**config.mk**
```make
export PLATFORM = sky130hd
export DESIGN_NAME = fanout_select_fork_flat
export DESIGN_NICKNAME = d
export VERILOG_FILES = /design/src/rtl/fanout_select_fork_if.sv /design/src/rtl/fanout_select_fork.sv /design/src/flat_wrapper.sv
export SDC_FILE = /design/constraint.sdc
export NUM_CORES = 1
export LEC_CHECK = 0
export BUFFER_PORTS_ARGS = -buffer_cell sky130_fd_sc_hd__buf_2
export CAP_MARGIN = 30
export CORE_MARGIN = 2
export CORE_UTILIZATION = 51
export DETAILED_ROUTE_END_ITERATION = 10
export PLACE_DENSITY = 0.82
export SETUP_SLACK_MARGIN = 0.3
export SYNTH_ARGS = -nofsm -noshare
export SYNTH_HDL_FRONTEND = slang
export SYNTH_SLANG_ARGS = --single-unit
```
**constraint.sdc**
```tcl
create_clock -name clk -period 2.28 [get_ports clk]
set_clock_uncertainty 0.1 [all_clocks]
set_input_delay 0.342 -clock clk [delete_from_list [all_inputs] [get_ports clk]]
set_output_delay 0.342 -clock clk [all_outputs]
set_load 0.02 [all_outputs]
```
**src/rtl/fanout_select_fork_if.sv**
```systemverilog
// Stream bundle for fanout_select_fork: one producer stream in, NUM_OUT
// consumer streams out sharing a single broadcast payload.
interface fanout_select_fork_if #(
    parameter int NUM_OUT    = 6,
    parameter int DATA_WIDTH = 16,
    parameter int MASK_WIDTH = 32
);
    logic                  in_valid;
    logic                  in_ready;
    logic [DATA_WIDTH-1:0] in_data;
    logic [MASK_WIDTH-1:0] in_mask;
    logic [NUM_OUT-1:0]    out_valid;
    logic [NUM_OUT-1:0]    out_ready;
    logic [DATA_WIDTH-1:0] out_data;

    // Environment side: drives the producer and the consumers' ready lines
    modport master (
        output in_valid, in_data, in_mask, out_ready,
        input  in_ready, out_valid, out_data
    );

    // Fork side: accepts the producer stream and presents the consumer streams
    modport slave (
        input  in_valid, in_data, in_mask, out_ready,
        output in_ready, out_valid, out_data
    );
endinterface

```
**src/rtl/fanout_select_fork.sv**
```systemverilog
// Eager fork with a one-entry holding register. Each captured token is
// offered to every channel whose enable is set and whose selected mask bit
// is 1; each such channel gets the token exactly once, in whatever cycle it
// happens to be ready. Tokens that reach no channel are counted as drops.
module fanout_select_fork #(
    parameter int NUM_OUT    = 6,
    parameter int DATA_WIDTH = 16,
    parameter int MASK_WIDTH = 32,
    parameter int SEL_IDX_W  = 5
) (
    input  logic                         clk,
    input  logic                         rst,
    input  logic [NUM_OUT-1:0]           i_cfg_en,
    input  logic [NUM_OUT*SEL_IDX_W-1:0] i_cfg_sel_idx,
    fanout_select_fork_if.slave          bus,
    output logic [15:0]                  o_drop_count
);
    // The mask is zero-extended to the full index range so that any index
    // at or beyond MASK_WIDTH reads a 0 and leaves the channel untargeted.
    // SEL_IDX_W must be wide enough that EXT_W >= MASK_WIDTH.
    localparam int EXT_W = 1 << SEL_IDX_W;

    logic                  r_hold_valid;
    logic [DATA_WIDTH-1:0] r_hold_data;
    logic [NUM_OUT-1:0]    r_target;
    logic [NUM_OUT-1:0]    r_done;
    logic [15:0]           r_drop_count;

    logic [EXT_W-1:0]      w_mask_ext;
    logic [NUM_OUT-1:0]    w_target_next;
    logic [NUM_OUT-1:0]    w_out_valid;
    logic [NUM_OUT-1:0]    w_accept;
    logic                  w_complete;
    logic                  w_in_ready;
    logic                  w_capture;
    logic                  w_zero_target_retire;

    assign w_mask_ext = EXT_W'(bus.in_mask);

    // Per-channel target for the incoming token, sampled only at capture
    always_comb begin
        w_target_next = '0;
        for (int i = 0; i < NUM_OUT; i++) begin
            w_target_next[i] = i_cfg_en[i]
                             & w_mask_ext[i_cfg_sel_idx[i*SEL_IDX_W +: SEL_IDX_W]];
        end
    end

    // A channel keeps its valid up until the cycle it accepts; the token
    // completes once every targeted channel has accepted or is accepting now.
    assign w_out_valid = {NUM_OUT{r_hold_valid}} & r_target & ~r_done;
    assign w_accept    = w_out_valid & bus.out_ready;
    assign w_complete  = r_hold_valid & (&(~r_target | r_done | w_accept));

    // Completion frees the register in the same cycle, so a new token can be
    // captured on the retiring edge and full throughput is kept.
    assign w_in_ready = ~rst & (~r_hold_valid | w_complete);
    assign w_capture  = bus.in_valid & w_in_ready;

    assign w_zero_target_retire = w_complete & (r_target == '0);

    assign bus.in_ready  = w_in_ready;
    assign bus.out_valid = w_out_valid;
    assign bus.out_data  = r_hold_data;
    assign o_drop_count  = r_drop_count;

    // Holding register and per-channel delivery bookkeeping
    always_ff @(posedge clk or posedge rst) begin
        if (rst) begin
            r_hold_valid <= 1'b0;
            r_hold_data  <= '0;
            r_target     <= '0;
            r_done       <= '0;
        end else if (w_capture) begin
            r_hold_valid <= 1'b1;
            r_hold_data  <= bus.in_data;
            r_target     <= w_target_next;
            r_done       <= '0;
        end else if (w_complete) begin
            r_hold_valid <= 1'b0;
            r_done       <= '0;
        end else begin
            r_done       <= r_done | w_accept;
        end
    end

    // Saturating count of tokens that retired without reaching any channel
    always_ff @(posedge clk or posedge rst) begin
        if (rst) begin
            r_drop_count <= '0;
        end else if (w_zero_target_retire && (r_drop_count != 16'hFFFF)) begin
            r_drop_count <= r_drop_count + 16'd1;
        end
    end
endmodule
```
**src/flat_wrapper.sv**
```systemverilog
// flat-port wrapper written by rule: the top's interface ports become plain ports
module fanout_select_fork_flat 
#(
    parameter int NUM_OUT    = 6,
    parameter int DATA_WIDTH = 16,
    parameter int MASK_WIDTH = 32,
    parameter int SEL_IDX_W  = 5
)
  (clk, rst, i_cfg_en, i_cfg_sel_idx, o_drop_count, bus_in_valid, bus_in_data, bus_in_mask, bus_out_ready, bus_in_ready, bus_out_valid, bus_out_data);
  fanout_select_fork_if #(.NUM_OUT(NUM_OUT), .DATA_WIDTH(DATA_WIDTH), .MASK_WIDTH(MASK_WIDTH)) bus_i ();
  input  logic clk;
  input  logic rst;
  input  logic [NUM_OUT-1:0] i_cfg_en;
  input  logic [NUM_OUT*SEL_IDX_W-1:0] i_cfg_sel_idx;
  output logic [15:0] o_drop_count;
  input wire logic [$bits(bus_i.in_valid)-1:0] bus_in_valid;
  input wire logic [$bits(bus_i.in_data)-1:0] bus_in_data;
  input wire logic [$bits(bus_i.in_mask)-1:0] bus_in_mask;
  input wire logic [$bits(bus_i.out_ready)-1:0] bus_out_ready;
  output wire logic [$bits(bus_i.in_ready)-1:0] bus_in_ready;
  output wire logic [$bits(bus_i.out_valid)-1:0] bus_out_valid;
  output wire logic [$bits(bus_i.out_data)-1:0] bus_out_data;
  assign bus_i.in_valid = bus_in_valid;
  assign bus_i.in_data = bus_in_data;
  assign bus_i.in_mask = bus_in_mask;
  assign bus_i.out_ready = bus_out_ready;
  assign bus_in_ready = bus_i.in_ready;
  assign bus_out_valid = bus_i.out_valid;
  assign bus_out_data = bus_i.out_data;
  fanout_select_fork #(.NUM_OUT(NUM_OUT), .DATA_WIDTH(DATA_WIDTH), .MASK_WIDTH(MASK_WIDTH), .SEL_IDX_W(SEL_IDX_W)) u_core (.clk(clk), .rst(rst), .i_cfg_en(i_cfg_en), .i_cfg_sel_idx(i_cfg_sel_idx), .bus(bus_i), .o_drop_count(o_drop_count));
endmodule
```
==> summary.md, run 1 <==
| Metric | Value |
|---|---|
| Crit path launch type | flop |
| Cells after Synth | 292 |
| Buffers on Ports | 131 |
| Initial antenna violation count | 0 |
| Multi-input logic area | 0.00249 mm2 |
| Top Layer Used | met4 |
| All-layer global routing usage | 0.264 |
| Final worst slack | 0.205 ns |
| Core Area | 0.00691 mm2 |
| Worst-Skew Late Latency | 0.29 ns |
| Critical Path Sink | u_core.bus.out_data[0] |
| Clock root buffer | clkbuf_8 |
| Reg2Reg Setup Slack | 0.20 ns |
| Worst Reg-to-Reg Cells | 7 |
| Vias | 3,424 |
| Clock Sink Count | 45 |
| Top post-synthesis cells by area | dfrtp_1 (31%), mux4_2 (29%), mux2_2 (4.0%) |
| Final setup viols | 0 |
| Post-layout util | 0.679 |
| Async SR Flop Fraction | 1.00 |
| Post-Syn Area per Cell | 12.6 um2 |
| Final Hold Viols | 0 |
| Unique masters post-synth | 42 |
| HPWL after DPL | 7870 um |
| Final setup TNS | 0 ns |
| Gpl congestion | 0.972 |
| CTS tree | built |
| #FFs+latches synth | 45 |
| Syn Nets | 386 |
| Via count of the first global-routing pass | 3,303 |
| Top-area cell type share of the netlist area | 0.306 |
| Leak Pwr | 2.14 nW |
| Fin crit period | 2.08 ns |
| Predominant post-synthesis flop cell | dfrtp_1 |
| Critical Path RT | 2.36 ns |
| Cell taking the most area after synthesis | dfrtp_1 |
| Detailed Route WL | 11,000 um |
| CP endpoint kind | flop |
| Filler cells | 540 |
| Worst Hold Class | primary input to flop |
| Slew at the pin closest to its max-slew limit | 0.645 ns |
| First-pass iteration count of the detailed router | 5 |
| Routed len/inst | 20.9 um |
| Reg2reg start | u_core.r_hold_valid |
| Die area | 0.00792 mm2 |
| Chip height | 89.0 um |
| Fin. max-slew vios | 0 |
| Routed wl met3 | 1320 um |
| H-tree depth | 2 |
| Max Fclk | 482 MHz |
| # nets final | 526 |
| Layout Area Growth over Synthesis | 27.4% |
| Slew headroom | 0.567 |
| Status | finished, final reports clean |
| Critical Path Start | u_core.r_hold_valid |
| Die Wd | 89.0 um |
| First-pass GRT wire length | 15,900 um |
| Max IR drop VDD | 0.000348 V |
| Max FO, Critical Path | 11 |
| Sequential fraction of the synthesis area | 0.306 |
| Initial Util | 0.533 |
| Top-count cell post-synth | mux4_2 |
| WL met2 | 5380 um |
| Post-route DRC | 0 |
| CTS Buffer Depth | 2 |
| FF-to-FF End | u_core.bus.out_data[0] |
| Setup slack at placement | 0.120 ns |
| Top cells by count, synth | mux4_2 (48), dfrtp_1 (45), nand2_1 (22), mux2i_1 (14) |
| Antenna-violating nets left | 0 |
| Largest net degree at the start of global routing | 30 |
| Max Cap Viol | 0 |
| EDFF count, synth | 0 |
| Initial DRC count | 207 |
| Layout cells sized above 1 | 0.557 |
| Cell Rows | 30 |
| Num CTS Buffers | 5 |
| Unrepaired setup endpoints after global routing | yes |
| Power after layout | 4.10 mW |
| Synth Cell Area | 0.00368 mm2 |
| Detail-routed via count per cell | 6.47 |
| Grt ovf | 0 |
| Pwr/cell area | 873 mW/mm2 |
| Synth warn | 0 |
| M1 WL | 3940 um |
| N_diodes | 0 |
| Critical path arrival | 2.16 ns |
| Clock transition at path regs | 0.08 ns |
| IO Count | 132 |
| Worst Path Class, Setup | flop to flop |
| Seq. cell area | 0.00113 mm2 |
| Final worst-path cycle share | 0.910 |
==> cell usage in the layout (no fill, tap or decap), types with 2 or more instances in the layout <==
cell and count:
a21oi_1 2, a311oi_1 4, a31oi_1 5, a31oi_4 2, a32oi_4 2, and3_1 8
and4_1 2, buf_2 130, buf_4 13, buf_6 4, clkbuf_8 7, dfrtp_1 44
inv_1 6, mux2_2 13, mux2_4 9, mux2i_1 14, mux4_2 48, nand2_1 21
nand2_2 2, nand3_1 12, nand3b_1 5, nand4_1 5, nor2_1 12, nor2b_1 4
nor3_1 5, nor4b_1 5, o21ai_0 7, o311ai_1 4, o41ai_1 4, xnor2_1 7
xor2_1 7
==> per-stage QoR <==
| step | cell area, um2 | hold WS (ns) | std cells |
|---|---|---|---|
| floorplan | 3680 | 0.385 | 292 |
| global placement | 4410 | 0.273 | 507 |
| detailed placement | 4410 | 0.290 | 507 |
| CTS | 4560 | 0.174 | 520 |
| global route | 4690 | 0.173 | 529 |
| finish | 4690 | 0.174 | 529 |
==> report_power, final <==
group          internal [mW]  total, mW  switching (mW)
logic                   1.06       2.23            1.17
clock network          0.274      0.538           0.264
registers               1.08       1.33           0.249
total                   2.42       4.10            1.68
==> layout make-up <==
class | count | area share
timing repair buffer | 149 | 0.175
tap | 96 | 0.0256
clock buffer | 7 | 0.0205
multi-input combinational | 224 | 0.531
sequential | 45 | 0.240
clock inverter | 1 | 0.00107
inverter | 7 | 0.00560
==> repair_timing <==
item | 4_1_cts | 5_1_grt
setup endpoints to repair | 21 | 30
pin swaps | 2 | 6
setup buffers | 4 | 7
hold buffers | 1 | 0
cloned | 0 | 2
endpoints found under the hold margin | 16 | 0
resized for setup | 4 | 14
==> kinds of logic (layout without fill, tap and decap cells) <==
logic type      Yosys count  after routing  synth area share
buf+inv                  24            164            0.0350
xor+xnor                 14             14            0.0333
mux                      84             84             0.408
flops                    45             45             0.306
compound gates           38             39            0.0897
fa+ha+maj                 1              1           0.00340
simple gates             86             86             0.125
==> critical path, cell delays in order, from the launching register on <==
cell	delay [ns]
dfrtp_2	0.46
buf_4	0.17
nand2_2	0.08
a32oi_4	0.07
buf_4	0.17
buf_4	0.13
a31oi_4	0.41
mux2_4	0.36
==> metal layers <==
metal | vias up | track usage
li1 | 1465 | -
met1 | 1674 | 0.337
met2 | 257 | 0.429
met3 | 28 | 0.0536
met4 | 0 | 0.138
met5 | - | 0
==> worst min path at each step <==
| stage | startpoint | endpoint | slack [ns] | depth (start not counted) |
|---|---|---|---|---|
| after global routing | bus_in_data[3] | u_core.bus.out_data[3] | 0.17 | 2 |
| after detailed placement | rst | u_core.bus.out_data[0] | 0.29 | 2 |
| final | bus_in_data[11] | u_core.bus.out_data[11] | 0.17 | 2 |
| after CTS | bus_in_data[9] | u_core.bus.out_data[9] | 0.17 | 2 |
| after global placement | rst | u_core.bus.out_data[0] | 0.27 | 2 |
| after floorplan | u_core.r_done[1] | u_core.r_done[1] | 0.39 | 2 |
==> registers in the layout, summed over array words and instances, names as in the netlist <==
register / count
u_core.o_drop_count: 16
u_core.bus.out_data: 16
u_core.r_done: 6
u_core.r_target: 6
u_core.r_hold_valid: 1
(Power assumes the default switching activity.)
==> inputs of run 2 (changes only) <==
--- a/config.mk
+++ b/config.mk
@@ -5,13 +5,15 @@
 export SDC_FILE = /design/constraint.sdc
 export NUM_CORES = 1
 export LEC_CHECK = 0
-export BUFFER_PORTS_ARGS = -buffer_cell sky130_fd_sc_hd__buf_2
+export BUFFER_PORTS_ARGS = -buffer_cell sky130_fd_sc_hd__buf_4
 export CAP_MARGIN = 30
 export CORE_MARGIN = 2
 export CORE_UTILIZATION = 51
 export DETAILED_ROUTE_END_ITERATION = 10
 export PLACE_DENSITY = 0.82
+export REMOVE_ABC_BUFFERS = 1
 export SETUP_SLACK_MARGIN = 0.3
+export SLEW_MARGIN = 20
 export SYNTH_ARGS = -nofsm -noshare
 export SYNTH_HDL_FRONTEND = slang
 export SYNTH_SLANG_ARGS = --single-unit
==> run 2 against run 1 <==
Effect of this change: cell area rose by 7.1%; first-iteration DRC count rose by 3.9%; routed wire length fell by 2.7%; largest power group unchanged.
==> summary.md, run 2 (synthesis results as in run 1) <==
| Metric | Value |
|---|---|
| Worst Path Class, Setup | flop to primary output |
| Gpl congestion | 0.940 (-3.3%) |
| Clock Sink Count | 45 (unchanged) |
| Commonest non-fill, non-tap cell in the layout | buf_4 |
| Core Area | 0.00691 mm2 (unchanged) |
| Max FO, Critical Path | 8 (-3) |
| Vias | 3,403 (-0.61%) |
| Fin crit period | 2.03 ns (-0.0420 ns) |
| Grt ovf | 0 (unchanged) |
| Placed insts | 510 (+0.59%) |
| First-pass GRT wire length | 16,600 um (+4.4%) |
| Max Cap Viol | 0 (unchanged) |
| H-tree depth | 2 (unchanged) |
| # nets final | 526 (unchanged) |
| Via count of the first global-routing pass | 3,448 (+4.4%) |
| Worst-Skew Late Latency | 0.30 ns (about the same) |
| Leak Pwr | 2.23 nW (+4.1%) |
| Die Wd | 89.0 um (unchanged) |
| Layout cells sized above 1 | 0.564 (+0.00693) |
| Post-route DRC | 0 (unchanged) |
| Worst Hold Class | primary input to flop |
| Slowest stage cell, crit path | dfrtp_2 |
| Final worst slack | 0.247 ns (+0.0420 ns) |
| Crit-path cells | buf_6 > nand2_4 > a22oi_2 > nand3_2 > a21oi_2 > buf_4 |
| Status | finished, final reports clean |
| Pwr/cell area | 857 mW/mm2 (-1.9%) |
| CTS Buffer Depth | 2 (unchanged) |
| Fin cells | 529 (unchanged) |
| Final Hold Viols | 0 (unchanged) |
| Unrepaired setup endpoints after global routing | yes |
| Layout Area Growth over Synthesis | 36.4% |
| CTS tree | built |
| Critical Path RT | 1.84 ns (-0.52 ns) |
| Num CTS Buffers | 5 (unchanged) |
| Routed len/inst | 20.3 um (-2.7%) |
| Initial DRC count | 215 (+3.9%) |
| Final setup viols | 0 (unchanged) |
| Max Fclk | 492 MHz (+2.1%) |
| Initial antenna violation count | 0 (unchanged) |
| Fin. max-slew vios | 0 (unchanged) |
| Chip height | 89.0 um (unchanged) |
| Clock transition at path regs | 0.09 ns (about the same) |
| N_diodes | 0 (unchanged) |
| Worst path max stage delay | 0.44 ns (-0.02 ns) |
| Die area | 0.00792 mm2 (unchanged) |
| Final worst-path cycle share | 0.892 (-0.0184) |
| Clock root buffer | clkbuf_8 |
| Cell Rows | 30 (unchanged) |
| Detailed Route WL | 10,700 um (-2.7%) |
| First-pass iteration count of the detailed router | 5 (unchanged) |
| Filler cells | 487 (-9.8%) |
| Detail-routed via count per cell | 6.43 (-0.61%) |
| Max IR drop VDD | 0.000370 V (+6.6%) |
| Slew at the pin closest to its max-slew limit | 0.521 ns (-0.124 ns) |
| Crit path launch type | flop |
| Post-layout util | 0.728 (+0.0482) |
| Critical path arrival | 1.59 ns (-0.57 ns) |
| Largest net degree at the start of global routing | 33 (+10%) |
| Initial Util | 0.533 (unchanged) |
| Setup slack at placement | 0.0306 ns (-0.0898 ns) |
| Buffers on Ports | 131 (unchanged) |
| CP endpoint kind | primary output |
| Final setup TNS | 0 ns (unchanged) |
| Most frequent cells in the layout | buf_4 (146), mux4_2 (48), dfrtp_1 (44) |
| IO Count | 132 (unchanged) |
| HPWL after DPL | 8160 um (+3.7%) |
| Slew headroom | 0.650 (+0.0829) |
| Antenna-violating nets left | 0 (unchanged) |
| All-layer global routing usage | 0.275 (+0.0102) |
-- run 2: cell types whose count changed in the layout (fill, tap and decap cells not counted), sizes merged --
cell and delta:
clkbuf -2, clkinvlp +1, inv +1
-- run 2: layout make-up --
class / instances / area [um2] / area share
Sequential cell: 45 / 1130 / 0.224
Timing Repair Buffer: 149 / 1140 / 0.226
Tap cell: 96 / 120 / 0.0239
Multi-Input combinational cell: 224 / 2520 / 0.502
Clock inverter: 3 / 21.3 / 0.00423
Clock buffer: 5 / 68.8 / 0.0137
Inverter: 7 / 26.3 / 0.00523
-- run 2: layer usage --
metal / GRT usage / vias to the layer above / wire length, um
met5: 0 / - / 0
met2: 0.480 / 225 / 5700
met4: 0.103 / 0 / 262
met3: 0.0508 / 32 / 965
met1: 0.340 / 1673 / 3810
li1: - / 1473 / -
-- run 2: power breakdown --
group          total, mW  leakage (nW)  internal [mW]  switching [mW]
sequential          1.33         0.574           1.08           0.245
combinational       2.48          1.61           1.27            1.21
clock              0.499        0.0445          0.217           0.282
-- run 2: per-stage QoR --
stage	total power [mW]	area (um2)	hold slack [ns]
after floorplan	2.52	3580	0.385
after global placement	3.36	4740	0.246
after detailed placement	3.43	4740	0.248
after CTS	4.14	4960	0.158
after global routing	4.52	5020	0.149
final	4.31	5020	0.163
-- run 2: worst paths after layout --
check / start / end / slack, ns / cells past startpoint
worst max register to register: u_core.r_hold_valid / u_core.r_target[2] / 0.35 / 7
worst max-delay path: u_core.r_hold_valid / bus_in_ready / 0.25 / 6
min in group asynchronous: rst / u_core.r_done[0] / 0.48 / 3
max in group asynchronous: rst / u_core.o_drop_count[0] / 0.87 / 4
worst min-delay path: bus_in_data[6] / u_core.bus.out_data[6] / 0.16 / 2
worst min register to register: u_core.o_drop_count[9] / u_core.o_drop_count[9] / 0.41 / 1
-- run 2: worst max-delay path: cells and delay by family (launching register included) --
kind | cells | cell delay [ns]
DFF | 1 | 0.44
and+or+nand+nor | 2 | 0.18
buffers and inverters | 2 | 0.29
AOI/OAI and AO/OA | 2 | 0.38
-- run 2: what timing repair did --
action	in CTS	in global routing
gates resized for setup	9	8
buffers inserted	4	5
setup endpoints to repair	24	16
pin swaps	5	6
hold buffers	1	0
endpoints found under the hold margin	13	0
gates cloned	1	0
==> inputs of run 3 (changes only) <==
--- a/config.mk
+++ b/config.mk
@@ -5,12 +5,14 @@
 export SDC_FILE = /design/constraint.sdc
 export NUM_CORES = 1
 export LEC_CHECK = 0
+export ABC_AREA = 1
 export BUFFER_PORTS_ARGS = -buffer_cell sky130_fd_sc_hd__buf_4
 export CAP_MARGIN = 30
 export CORE_MARGIN = 2
-export CORE_UTILIZATION = 51
+export CORE_UTILIZATION = 53
 export DETAILED_ROUTE_END_ITERATION = 10
 export PLACE_DENSITY = 0.82
+export RECOVER_POWER = 100
 export REMOVE_ABC_BUFFERS = 1
 export SETUP_SLACK_MARGIN = 0.3
 export SLEW_MARGIN = 20
==> run 3 against run 2 <==
Effect of this change: cell count grew 87%; maximum frequency shrank 0.18%; critical path depth down 1; routed wire length increased by 44%; cell area increased by 6.5%; flip-flop and latch count unchanged; global-route usage is 6.6 points higher; critical path type unchanged; hold slack worse by 0.037 ns; clock power up 18%; synthesized cell count rose to 2.6 times the previous value.
==> summary.md, run 3 <==
| Metric | Value |
|---|---|
| Fin crit period | 2.04 ns (+0.00364 ns) |
| Slew headroom | 0.169 (-0.482) |
| Chip height | 93.7 um (+5.3%) |
| Initial Util | 0.549 (+0.0153) |
| Antenna-violating nets left | 0 (unchanged) |
| Max FO, Critical Path | 6 (-2) |
| Placed insts | 966 (+89%) |
| CTS Buffer Depth | 2 (unchanged) |
| EDFF count, synth | 0 (unchanged) |
| Grt ovf | 0 (unchanged) |
| Vias | 5,542 (+63%) |
| Worst Path Class, Setup | flop to primary output |
| Status | finished, final reports clean |
| Detailed Route WL | 15,400 um (+44%) |
| Critical path arrival | 1.59 ns (about the same) |
| Synth warn | 0 (unchanged) |
| Async SR Flop Fraction | 1.00 (unchanged) |
| Max Fclk | 491 MHz (-0.18%) |
| Fin. max-slew vios | 0 (unchanged) |
| All-layer global routing usage | 0.341 (+0.0659) |
| Post-Syn Area per Cell | 5.61 um2 (-56%) |
| Crit path launch type | flop |
| First-pass iteration count of the detailed router | 5 (unchanged) |
| IO Count | 132 (unchanged) |
| Post-route DRC | 0 (unchanged) |
| Layout cells sized above 1 | 0.149 (-0.415) |
| CTS tree | built |
| Layout Area Growth over Synthesis | 25.6% |
| HPWL after DPL | 10,700 um (+31%) |
| Worst Hold Class | primary input to flop |
| Top cells by count, synth | nand2_1 (333), nand3_1 (190), inv_1 (92), dfrtp_1 (45), clkbuf_1 (25) |
| # nets final | 981 (+87%) |
| Unique masters post-synth | 26 (-38%) |
| Final worst-path cycle share | 0.893 (+0.00160) |
| Largest net degree at the start of global routing | 24 (-27%) |
| Hold Crit Endpoint | u_core.bus.out_data[11] |
| Clock transition at path regs | 0.09 ns (about the same) |
| Final setup viols | 0 (unchanged) |
| Final Hold Viols | 0 (unchanged) |
| Top-area cell type share of the netlist area | 0.293 (-0.0124) |
| Post-layout util | 0.689 (-0.0386) |
| Sequential fraction of the synthesis area | 0.264 (-0.0415) |
| Reg2reg start | u_core.o_drop_count[0] |
| N_diodes | 0 (unchanged) |
| Clock Sink Count | 45 (unchanged) |
| First-pass GRT wire length | 23,500 um (+42%) |
| Commonest non-fill, non-tap cell in the layout | nand2_1 |
| CP endpoint kind | primary output |
| Detail-routed via count per cell | 5.60 (-13%) |
| Critical Path RT | 1.84 ns (about the same) |
| Cells after Synth | 760 (+160%) |
| Final setup TNS | 0 ns (unchanged) |
| Clock root buffer | clkbuf_8 |
| Critical Path Start | u_core.r_hold_valid |
| Cell Rows | 32 (+6.7%) |
| Most frequent cells in the layout | nand2_1 (335), nand3_1 (191), buf_4 (105) |
| Num CTS Buffers | 5 (unchanged) |
| CTS Hold Buffers Added | 0 (-1) |
| Pwr/cell area | 687 mW/mm2 (-20%) |
| Max Cap Viol | 0 (unchanged) |
| Worst-Skew Late Latency | 0.30 ns (about the same) |
| Leak Pwr | 3.02 nW (+35%) |
| Core Area | 0.00777 mm2 (+12%) |
| Hold depth | 3 (+1) |
| Worst Reg-to-Reg Cells | 7 (unchanged) |
| Initial DRC count | 615 (+190%) |
| #FFs+latches synth | 45 (unchanged) |
| H-tree depth | 2 (unchanged) |
| Cell taking the most area after synthesis | nand2_1 |
| Die area | 0.00877 mm2 (+11%) |
| Predominant post-synthesis flop cell | dfrtp_1 |
| Synth Cell Area | 0.00426 mm2 (+16%) |
| Min-Delay Startpoint | bus_in_data[11] |
| Initial antenna violation count | 0 (unchanged) |
| Buffers on Ports | 131 (unchanged) |
| Max IR drop VDD | 0.000625 V (+69%) |
| Top post-synthesis cells by area | nand2_1 (29%), dfrtp_1 (26%), nand3_1 (22%) |
| FF-to-FF End | u_core.o_drop_count[6] |
| Power after layout | 3.68 mW (-15%) |
| Die Wd | 93.7 um (+5.3%) |
| Gpl congestion | 0.954 (+1.5%) |
| Via count of the first global-routing pass | 4,922 (+43%) |
| Unrepaired setup endpoints after global routing | yes |
| Filler cells | 732 (+50%) |
| Reg2Reg Setup Slack | 0.32 ns (-0.03 ns) |
| Top-count cell post-synth | nand2_1 |
| Fin cells | 989 (+87%) |
| Slew at the pin closest to its max-slew limit | 1.25 ns (+0.726 ns) |
| Routed len/inst | 15.6 um (-23%) |
[run 3: what timing repair did]
action                     4_1_cts  5_1_grt
cloned                           0        2
pin swaps                        0       14
setup endpoints to repair       10       39
buffers inserted                 2       12
gates resized for setup          1       16
[run 3: cell families (layout without fill, tap and decap cells)]
| family | after synthesis | after routing | synth area share |
|---|---|---|---|
| xor gates and xnor gates | 15 | 15 | 0.0308 |
| adders and majority gates | 1 | 1 | 0.00294 |
| DFF | 45 | 45 | 0.264 |
| and+or+nand+nor | 559 | 561 | 0.566 |
| buffers and inverters | 126 | 251 | 0.119 |
| AOI/OAI and AO/OA | 14 | 14 | 0.0164 |
[run 3: power breakdown]
part	internal (mW)	total (mW)	leakage [nW]	switching [mW]
logic	0.663	1.85	2.38	1.18
registers	1.05	1.24	0.585	0.191
clock network	0.319	0.587	0.0540	0.269
total	2.03	3.68	3.02	1.64
[run 3: stage by stage]
stage	cell area [um2]	hold WS [ns]	worst slack (ns)
CTS	5380	0.0331	0.320
floorplan	4110	0.349	-0.431
detailed placement	5260	0.360	0.302
finish	5350	0.126	0.243
global route	5350	0.140	0.129
global placement	5260	0.357	0.368
[run 3: critical path: stages, from the launching register on]
cell and delay, ns:
dfrtp_2 0.43, clkinv_4 0.10, buf_4 0.13, clkbuf_2 0.13
nor3_1 0.24, clkbuf_1 0.27
[run 3: worst max path at each step]
stage                                          to  slack (ns)  cells after the start
after floorplan                u_core.r_target[0]       -0.43                      5
after global placement     u_core.o_drop_count[0]        0.37                      8
after detailed placement  u_core.o_drop_count[15]        0.30                      8
after CTS                            bus_in_ready        0.32                      9
after global routing           u_core.r_target[5]        0.13                     10
final                            bus_out_valid[4]        0.24                      5
[run 3: final cells by class]
cell class | instances | area (um2) | share of cell area
tap | 102 | 128 | 0.0238
multi-input combinational | 591 | 2650 | 0.495
timing repair buffer | 150 | 981 | 0.183
inverter | 94 | 360 | 0.0673
sequential | 45 | 1130 | 0.211
clock buffer | 5 | 68.8 | 0.0129
clock inverter | 2 | 35.0 | 0.00655
[run 3: layer usage]
layer	GRT usage	vias up	routed length, um
met5	0	-	0
met4	0.123	0	443
met3	0.0907	47	1880
met2	0.546	339	7170
met1	0.443	2506	5950
li1	-	2650	-
